<file path="config.mk">
export PLATFORM = sky130hd
export DESIGN_NAME = lane_vrf_write_arbiter
export DESIGN_NICKNAME = d
export VERILOG_FILES = /design/src/rtl/lane_vrf_write_arbiter_pkg.sv /design/src/rtl/lane_write_fifo.sv /design/src/rtl/lane_vrf_write_arbiter.sv
export SDC_FILE = /design/constraint.sdc
export NUM_CORES = 1
export LEC_CHECK = 0
export BUFFER_PORTS_ARGS = -buffer_cell sky130_fd_sc_hd__buf_2
export CAP_MARGIN = 20
export CORE_AREA = 2 2 123 125
export CTS_BUF_LIST = sky130_fd_sc_hd__clkbuf_8 sky130_fd_sc_hd__clkbuf_16
export DETAILED_ROUTE_END_ITERATION = 12
export DIE_AREA = 0 0 125 127
export PLACE_DENSITY = 0.76
export SLEW_MARGIN = 5
export SYNTH_ARGS = -nofsm -noshare
export SYNTH_HDL_FRONTEND = slang
export SYNTH_SLANG_ARGS = --single-unit
</file>
<file path="constraint.sdc">
create_clock -name clock -period 1.9 [get_ports clock]
set_input_delay 0.095 -clock clock [delete_from_list [all_inputs] [get_ports clock]]
set_output_delay 0.095 -clock clock [all_outputs]
set_load 0.1 [all_outputs]
</file>
<file path="src/rtl/lane_vrf_write_arbiter_pkg.sv">
// rtl/lane_vrf_write_arbiter_pkg.sv - shared types and widths for the lane VRF write arbiter
package lane_vrf_write_arbiter_pkg;

    localparam int DATA_WIDTH   = 32;
    localparam int MASK_WIDTH   = DATA_WIDTH / 8;
    localparam int OFFSET_WIDTH = 9;
    localparam int VD_WIDTH     = 5;
    localparam int INST_SLOTS   = 8;
    localparam int IDX_WIDTH    = $clog2(INST_SLOTS);

    typedef struct packed {
        logic [VD_WIDTH-1:0]     vd;
        logic [OFFSET_WIDTH-1:0] offset;
        logic [MASK_WIDTH-1:0]   mask;
        logic [DATA_WIDTH-1:0]   data;
        logic                    last;
        logic [IDX_WIDTH-1:0]    instructionIndex;
    } vrf_write_req_t;

endpackage

</file>
<file path="src/rtl/lane_write_fifo.sv">
// rtl/lane_write_fifo.sv - registered FIFO, ready = ~full, no flow-through
module lane_write_fifo #(
    parameter int  DEPTH = 2,
    parameter type T     = logic [7:0]
) (
    input  logic clk,
    input  logic rst_n,
    input  T     in_tdata,
    input  logic in_tvalid,
    output logic in_tready,
    output T     out_tdata,
    output logic out_tvalid,
    input  logic out_tready
);

    localparam int PTR_W = (DEPTH > 1) ? $clog2(DEPTH) : 1;
    localparam int CNT_W = $clog2(DEPTH + 1);

    T                 mem_q [DEPTH];
    logic [PTR_W-1:0] rd_ptr_q, wr_ptr_q;
    logic [CNT_W-1:0] count_q;
    logic             push, pop;

    function automatic logic [PTR_W-1:0] inc_ptr(input logic [PTR_W-1:0] p);
        return (p == PTR_W'(DEPTH - 1)) ? '0 : p + 1'b1;
    endfunction

    // A pop in the same cycle never opens a slot for that cycle's push.
    assign in_tready  = (count_q != CNT_W'(DEPTH));
    assign out_tvalid = (count_q != '0);
    assign out_tdata  = mem_q[rd_ptr_q];
    assign push       = in_tvalid & in_tready;
    assign pop        = out_tvalid & out_tready;

    always_ff @(posedge clk or negedge rst_n) begin
        if (!rst_n) begin
            for (int i = 0; i < DEPTH; i++) mem_q[i] <= '0;
            rd_ptr_q <= '0;
            wr_ptr_q <= '0;
            count_q  <= '0;
        end else begin
            if (push) begin
                mem_q[wr_ptr_q] <= in_tdata;
                wr_ptr_q        <= inc_ptr(wr_ptr_q);
            end
            if (pop) rd_ptr_q <= inc_ptr(rd_ptr_q);
            count_q <= count_q + CNT_W'(push) - CNT_W'(pop);
        end
    end

endmodule

</file>
<file path="src/rtl/lane_vrf_write_arbiter.sv">
// rtl/lane_vrf_write_arbiter.sv - round-robin merge of stage3/LSU VRF writes with in-flight tracking
module lane_vrf_write_arbiter
    import lane_vrf_write_arbiter_pkg::*;
#(
    parameter int OUT_DEPTH = 2
) (
    input  logic                    clock,
    input  logic                    reset,
    input  logic                    stageWrite_valid,
    output logic                    stageWrite_ready,
    input  logic [VD_WIDTH-1:0]     stageWrite_bits_vd,
    input  logic [OFFSET_WIDTH-1:0] stageWrite_bits_offset,
    input  logic [MASK_WIDTH-1:0]   stageWrite_bits_mask,
    input  logic [DATA_WIDTH-1:0]   stageWrite_bits_data,
    input  logic                    stageWrite_bits_last,
    input  logic [IDX_WIDTH-1:0]    stageWrite_bits_instructionIndex,
    input  logic                    lsuWrite_valid,
    output logic                    lsuWrite_ready,
    input  logic [VD_WIDTH-1:0]     lsuWrite_bits_vd,
    input  logic [OFFSET_WIDTH-1:0] lsuWrite_bits_offset,
    input  logic [MASK_WIDTH-1:0]   lsuWrite_bits_mask,
    input  logic [DATA_WIDTH-1:0]   lsuWrite_bits_data,
    input  logic                    lsuWrite_bits_last,
    input  logic [IDX_WIDTH-1:0]    lsuWrite_bits_instructionIndex,
    output logic                    vrfWrite_valid,
    input  logic                    vrfWrite_ready,
    output logic [VD_WIDTH-1:0]     vrfWrite_bits_vd,
    output logic [OFFSET_WIDTH-1:0] vrfWrite_bits_offset,
    output logic [MASK_WIDTH-1:0]   vrfWrite_bits_mask,
    output logic [DATA_WIDTH-1:0]   vrfWrite_bits_data,
    output logic                    vrfWrite_bits_last,
    output logic [IDX_WIDTH-1:0]    vrfWrite_bits_instructionIndex,
    output logic [INST_SLOTS-1:0]   instructionWriting,
    output logic [INST_SLOTS-1:0]   writeLastReport
);

    localparam int CNT_W = $clog2(OUT_DEPTH + 1);

    vrf_write_req_t        stage_req, lsu_req, win_req, head_req;
    logic                  prefer_lsu_q;
    logic                  grant_stage, grant_lsu, fifo_ready;
    logic                  stage_acc, lsu_acc, enq, pop;
    logic [CNT_W-1:0]      count_q [INST_SLOTS];
    logic [CNT_W-1:0]      count_d [INST_SLOTS];
    logic [INST_SLOTS-1:0] report_q, report_d;

    assign stage_req = '{vd: stageWrite_bits_vd, offset: stageWrite_bits_offset,
                         mask: stageWrite_bits_mask, data: stageWrite_bits_data,
                         last: stageWrite_bits_last,
                         instructionIndex: stageWrite_bits_instructionIndex};
    assign lsu_req   = '{vd: lsuWrite_bits_vd, offset: lsuWrite_bits_offset,
                         mask: lsuWrite_bits_mask, data: lsuWrite_bits_data,
                         last: lsuWrite_bits_last,
                         instructionIndex: lsuWrite_bits_instructionIndex};

    // prefer_lsu_q set means stage3 won the last accepted grant.
    assign grant_stage      = stageWrite_valid & (~lsuWrite_valid | ~prefer_lsu_q);
    assign grant_lsu        = lsuWrite_valid & (~stageWrite_valid | prefer_lsu_q);
    assign stageWrite_ready = grant_stage & fifo_ready;
    assign lsuWrite_ready   = grant_lsu & fifo_ready;
    assign stage_acc        = stageWrite_valid & stageWrite_ready;
    assign lsu_acc          = lsuWrite_valid & lsuWrite_ready;
    assign win_req          = grant_lsu ? lsu_req : stage_req;

    // Empty-mask writes are swallowed unless they carry the retirement marker.
    assign enq = (stage_acc | lsu_acc) & ((|win_req.mask) | win_req.last);

    lane_write_fifo #(
        .DEPTH (OUT_DEPTH),
        .T     (vrf_write_req_t)
    ) u_out_fifo (
        .clk        (clock),
        .rst_n      (reset),
        .in_tdata   (win_req),
        .in_tvalid  (enq),
        .in_tready  (fifo_ready),
        .out_tdata  (head_req),
        .out_tvalid (vrfWrite_valid),
        .out_tready (vrfWrite_ready)
    );

    assign pop                            = vrfWrite_valid & vrfWrite_ready;
    assign vrfWrite_bits_vd               = head_req.vd;
    assign vrfWrite_bits_offset           = head_req.offset;
    assign vrfWrite_bits_mask             = head_req.mask;
    assign vrfWrite_bits_data             = head_req.data;
    assign vrfWrite_bits_last             = head_req.last;
    assign vrfWrite_bits_instructionIndex = head_req.instructionIndex;
    assign writeLastReport                = report_q;

    always_comb begin
        report_d = '0;
        if (pop && head_req.last) report_d = INST_SLOTS'(1) << head_req.instructionIndex;
        for (int i = 0; i < INST_SLOTS; i++) begin
            count_d[i] = count_q[i];
            if (enq && win_req.instructionIndex == IDX_WIDTH'(i)) count_d[i] = count_d[i] + 1'b1;
            if (pop && head_req.instructionIndex == IDX_WIDTH'(i)) count_d[i] = count_d[i] - 1'b1;
            instructionWriting[i] = (count_q[i] != '0);
        end
    end

    always_ff @(posedge clock or negedge reset) begin
        if (!reset) begin
            prefer_lsu_q <= 1'b0;
            report_q     <= '0;
            for (int i = 0; i < INST_SLOTS; i++) count_q[i] <= '0;
        end else begin
            if (stage_acc) prefer_lsu_q <= 1'b1;
            else if (lsu_acc) prefer_lsu_q <= 1'b0;
            report_q <= report_d;
            for (int i = 0; i < INST_SLOTS; i++) count_q[i] <= count_d[i];
        end
    end

    for (genvar g = 0; g < INST_SLOTS; g++) begin : g_cnt_chk
        a_cnt_bound: assert property (@(posedge clock) disable iff (!reset)
                                      count_q[g] <= CNT_W'(OUT_DEPTH));
    end

endmodule

</file>
**After elaboration in Yosys (flattened, before gate mapping)**

Index checks and enable logic that the tools add are counted.

- $add $sub $neg: 20
- $mul: 0
- Divide/modulo/power cells: 0
- $lt $le $gt $ge: 3
- Eq/ne operators: 15
- Shift operators: 1
- Mux-type cells: 28
- Bitwise operators: 18
- Reduce and logical (&&, ||, !) cells: 31

Operators with widths:

| operator | number |
|---|---|
| $mux W54 | 5 |
| $bwmux W108 | 1 |
| $demux W54 S1 | 1 |
| $mux W2 | 16 |
| $eq A3 B3 Y1 const B | 8 |
| $reduce_bool A2 Y1 | 10 |
| $logic_and A1 B1 Y1 | 18 |
| $add A2 B1 Y2 const B | 8 |
| $sub A2 B1 Y2 const B | 8 |
| $eq A3 B2 Y1 const B | 4 |
| $and A1 B1 Y1 | 9 |
| $mux W8 | 1 |
| $shl A1 B3 Y8 const A | 1 |
| $eq A3 B1 Y1 const B | 2 |
| $logic_not A3 Y1 | 2 |
| $ge A2 B2 Y1 const B | 2 |
| $mux W1 | 4 |
| $not A1 Y2 | 2 |
| $or A1 B1 Y1 | 4 |
| $reduce_or A4 Y1 | 1 |
| $not A1 Y1 | 3 |
| $add A1 B1 Y1 const B | 2 |
| $add A2 B1 Y2 | 1 |
| $lt A2 B1 Y1 const B | 1 |
| 2 further kinds | 2 |

- Bits in registers: 137
- Bits in latches: 0
- RAM bits: 0
- Memory bits (read-only): 0
- Input port bits: 113
- Word-level logic and storage cells: 141
- Memories: 0

**Longest topological paths before layout**

- Word-level depth: 11
- Mapped depth: 8
- Mapped depth without buffers: 7

**Cells and area by module**

A second synthesis with hierarchy kept.

- Cells, all modules: 572
- Area, all modules: 7,240.7 um2

Modules (own cells, without submodules):

| module | times used | cells an instance | area each (um2) | seq. area each (um2) |
|---|---|---|---|---|
| lane_write_fifo | 1 | 310 | 4,880.9 | 2,802.7 |
| lane_vrf_write_arbiter | 1 | 262 | 2,359.8 | 625.6 |

**Worst setup path before layout**

OpenSTA, ideal clock, no wires.

- Path type: reg-to-output
- Start: register prefer_lsu_q
- End: output port lsuWrite_ready
- Arrival: 2,328 ps
- Required time: 1,805 ps
- Setup slack: -523 ps
- Cell stages (with the launch flop): 6
- Cells stage by stage: dfrtp_1 nand2b_1 nand2_2 buf_2 buf_2 nor2_1

- Longest elaborated chain between the ends: 3

RTL lines:

| item | line | text |
|---|---|---|
| start, declared | lane_vrf_write_arbiter.sv:40 | `logic prefer_lsu_q;` |
| start signal, assigned | lane_vrf_write_arbiter.sv:104 | `prefer_lsu_q <= 1'b0;` |
| start signal, assigned | lane_vrf_write_arbiter.sv:108 | `if (stage_acc) prefer_lsu_q <= 1'b1;` |
| start signal, assigned | lane_vrf_write_arbiter.sv:109 | `else if (lsu_acc) prefer_lsu_q <= 1'b0;` |
| $or A1 B1 Y1 | lane_vrf_write_arbiter.sv:58 | `assign grant_lsu = lsuWrite_valid & (~stageWrite_valid \| prefer_lsu_q);` |
| $and A1 B1 Y1 | lane_vrf_write_arbiter.sv:58 |  |
| $and A1 B1 Y1 | lane_vrf_write_arbiter.sv:60 | `assign lsuWrite_ready = grant_lsu & fifo_ready;` |
| end, declared | lane_vrf_write_arbiter.sv:18 | `output logic lsuWrite_ready,` |

No other way between the ends.

**Worst setup path after layout**

- Start: register prefer_lsu_q
- End: register u_out_fifo.mem_q[9] (netlist name)

- Longest elaborated chain between the ends: 8
- Elaborated cells between the ends (all ways): 16
- Those cells by class: mux: 2; bitwise: 13; reduce/logical: 1

RTL lines:

| item | line | text |
|---|---|---|
| $not A1 Y1 | lane_vrf_write_arbiter.sv:57 | `assign grant_stage = stageWrite_valid & (~lsuWrite_valid \| ~prefer_lsu_q);` |
| $or A1 B1 Y1 | lane_vrf_write_arbiter.sv:57 |  |
| $and A1 B1 Y1 | lane_vrf_write_arbiter.sv:57 |  |
| $and A1 B1 Y1 | lane_vrf_write_arbiter.sv:59 | `assign stageWrite_ready = grant_stage & fifo_ready;` |
| $and A1 B1 Y1 | lane_vrf_write_arbiter.sv:61 | `assign stage_acc = stageWrite_valid & stageWrite_ready;` |
| $or A1 B1 Y1 | lane_vrf_write_arbiter.sv:66 | `assign enq = (stage_acc \| lsu_acc) & ((\|win_req.mask) \| win_req.last);` |
| $and A1 B1 Y1 | lane_vrf_write_arbiter.sv:66 |  |
| $and A1 B1 Y1 | lane_write_fifo.sv:32 | `assign push = in_tvalid & in_tready;` |
| end signal, assigned by index | lane_write_fifo.sv:43 | `mem_q[wr_ptr_q] <= in_tdata;` |
| end, declared | lane_write_fifo.sv:19 | `T mem_q [DEPTH];` |

Parallel ways exist; a longest one is shown, timed or not.
A chain may end at the register's enable or synchronous reset.

==> results.sh <==
export IMPL_wl_met1_microns=7820
export IMPL_portBuffers=185
export IMPL_core_rowCount=44
export IMPL_initial_utilization=0.478
export IMPL_period_share=0.992
export IMPL_path_cells="nand2b_4, nand2_4, buf_8, buf_12, a2111oi_4, buf_6, buf_6, nor2_1, a21oi_1"
export IMPL_hold_viol=0
export IMPL_cts_made_buffers=17
export IMPL_layout_common_cells="buf_2 (156), nor2_1 (143), dfrtp_1 (136)"
export IMPL_via_per_inst=5.35
export IMPL_yosysTopAreaCell="dfrtp_1"
export IMPL_grt_pass1_wl_microns=27400
export IMPL_cpPeakStageDelay_ns=0.38
export IMPL_synthAdderAreaFrac=0.0181
export IMPL_first_global_vias=5686
export IMPL_dieHeight_microns=127
export IMPL_cts_tree="done"
export IMPL_grtUsageTotal=0.215
export IMPL_drc_errors=0
export IMPL_wl_met3_microns=1110
export IMPL_crit_family="buffers and inverters"
export IMPL_area_delta_synth_final_pct=39.2
export IMPL_io_pins=186
export IMPL_synthMuxAreaShare=0.176
export IMPL_highest_layer="met4"
export IMPL_netlist_instances=695
export IMPL_cts_buffer_depth=2
export IMPL_h_tree_depth=4
export IMPL_crit_type="reg2reg"
export IMPL_synth_top_family_by_area="multiplexers"
export IMPL_vias=6000
export IMPL_syn_area_per_cell_sq_um=9.92
export IMPL_setup_violations=0
export IMPL_ys_seq_area_frac=0.497
export IMPL_synth_ff_type="dfrtp_1"
export IMPL_synth_top_area_frac=0.497
export IMPL_yosysWarnings=0
export IMPL_place_hpwl_microns=11500
export IMPL_synth_compound_area_frac=0.119
export IMPL_whs_ns=0.00248
export IMPL_cts_clk_slew_worst_paths_ns=0.06
export IMPL_cp_common_cell="buf_6"
export IMPL_maxCapViolations=0
export IMPL_gp_congestion=0.857
export IMPL_clk_latency_ns=0.42
export IMPL_post_route_min_period_ns=1.88
export IMPL_fp_dieW_microns=125
export IMPL_antenna_cells=0
export IMPL_cp_slowest_cell="dfrtp_1"
export IMPL_wire_per_inst_microns=16.3
export IMPL_layout_drive_gt1_share=0.359
export IMPL_final_common_cell="buf_2"
export IMPL_synth_xor_area_frac=0.0305
export IMPL_die_area_sq_um=15900
export IMPL_drtIter0Drc=327
export IMPL_drtAntennaViolNets=0
export IMPL_yosys_register_bits=137
export IMPL_finalMaxSlewViolations=0
export IMPL_hold_class="in2reg"
export IMPL_synth_simple_area_share=0.114
export IMPL_worstSetupEndpointType="register"
export IMPL_crit_arrival_ns=2.23
export IMPL_synthDistinctLibCells=37
export IMPL_core_area_sq_um=14400
export IMPL_relSlewSlack=0.664
export IMPL_finalWirelength_microns=18300
export IMPL_clockRootBuffer="clkbuf_16"
export IMPL_wl_met2_microns=9060
export IMPL_cts_sinks=137
export IMPL_max_freq_mhz=531
export IMPL_synth_edff_count=0
export IMPL_grt_max_degree=75
export IMPL_status="finished clean"
export IMPL_antenna_found_initial=0
export IMPL_ys_async_sr_fraction=1.00
export IMPL_cp_start_kind="register"
export IMPL_finalClockSkew_ns=0.0146
export IMPL_syn_area_sq_um=6900
export IMPL_synth_area_leaders="dfrtp_1 (50%), mux2i_1 (9.4%), a21oi_1 (8.4%), mux2_2 (8.2%), nor2_1 (8.2%)"
export IMPL_nNetsFinal=1047
export IMPL_synth_net_count=818
export IMPL_required_ns=2.25
export IMPL_cp_max_fo=18
export IMPL_drtPass1Iterations=4
export IMPL_critPathBufInv=4
export IMPL_worst_pin_slew_ns=0.507
export IMPL_rsz0062_at_grt="yes"
export IMPL_grt_overflow=0
-- final cells by class --
class	instances	area [sq um]
clock inverters	15	150
well taps	184	230
fillers	1122	4820
multi-input cells	487	3270
repair buffers	245	1960
inverters	36	139
clock buffers	17	425
flip-flops and latches	137	3430
-- cell usage after synthesis, drive strengths merged (4+ instances only) --
cell and count:
a21oi 116, buf 30, clkbuf 5, dfrtp 137, ha 10, inv 36
mux2 50, mux2i 65, nand2 23, nand2b 4, nor2 150, nor2b 5
nor3 4, o21ai 8, o22ai 4, xnor2 24
-- sequential cells by signal, indices dropped and copies added (netlist names) --
signal,flops
count_q,16
prefer_lsu_q,1
u_out_fifo.count_q,2
u_out_fifo.mem_q,108
u_out_fifo.rd_ptr_q,1
u_out_fifo.wr_ptr_q,1
writeLastReport,8
-- logic make-up (layout without fill, tap and decap cells) --
family	after synthesis	after routing
compound gates	144	144
xor+xnor	24	24
fa+ha+maj	10	10
buf+inv	71	313
flops	137	137
mux	115	115
simple gates	194	194
-- worst min-delay path, cell delays in order --
cell and delay (ns):
buf_2 0.07, mux2i_1 0.07, a21oi_1 0.14
-- per-layer routing --
layer	vias to the layer above	global-route usage
met5	-	0
met4	0	0.0719
met3	31	0.0503
met2	234	0.357
met1	2907	0.280
li1	2828	-
-- path summary, 6_finish.rpt --
check                                                      start                           endpoint  slack, ns  cells after the start
worst min register to register  u_out_fifo.mem_q[31]$_DFFE_PN0P_   u_out_fifo.mem_q[31]$_DFFE_PN0P_       0.52                      2
max in group asynchronous                                  reset  u_out_fifo.mem_q[107]$_DFFE_PN0P_       1.06                      3
min in group asynchronous                                  reset   u_out_fifo.mem_q[43]$_DFFE_PN0P_       0.17                      2
worst min-delay path                      lsuWrite_bits_data[27]   u_out_fifo.mem_q[85]$_DFFE_PN0P_      0.002                      3
worst max-delay path                    prefer_lsu_q$_DFFE_PN0P_    u_out_fifo.mem_q[9]$_DFFE_PN0P_       0.02                      9
worst max register to register          prefer_lsu_q$_DFFE_PN0P_    u_out_fifo.mem_q[9]$_DFFE_PN0P_       0.02                      9
-- stage by stage --
stage	util	cell area [sq um]	setup TNS (ns)	cells	setup WS, ns
after floorplan	-	6940	-2.05	695	-0.194
after global placement	0.587	8460	0	1058	0.0193
after detailed placement	0.587	8460	-0.502	1058	-0.0699
after CTS	0.647	9330	-0.00500	1110	-0.00500
after global routing	0.666	9600	-1.06	1121	-0.0581
final	0.666	9600	0	1121	0.0155
-- repair_timing --
action,in CTS,in global routing
endpoints found under the setup margin,72,129
hold buffers,18,0
resized for setup,17,40
gates cloned,1,4
setup buffers,1,7
hold endpoints to repair,91,0
pin swaps,0,5
Power is not shown: default switching activity piles up to over one toggle a cycle in this logic, so the estimate is an artifact.
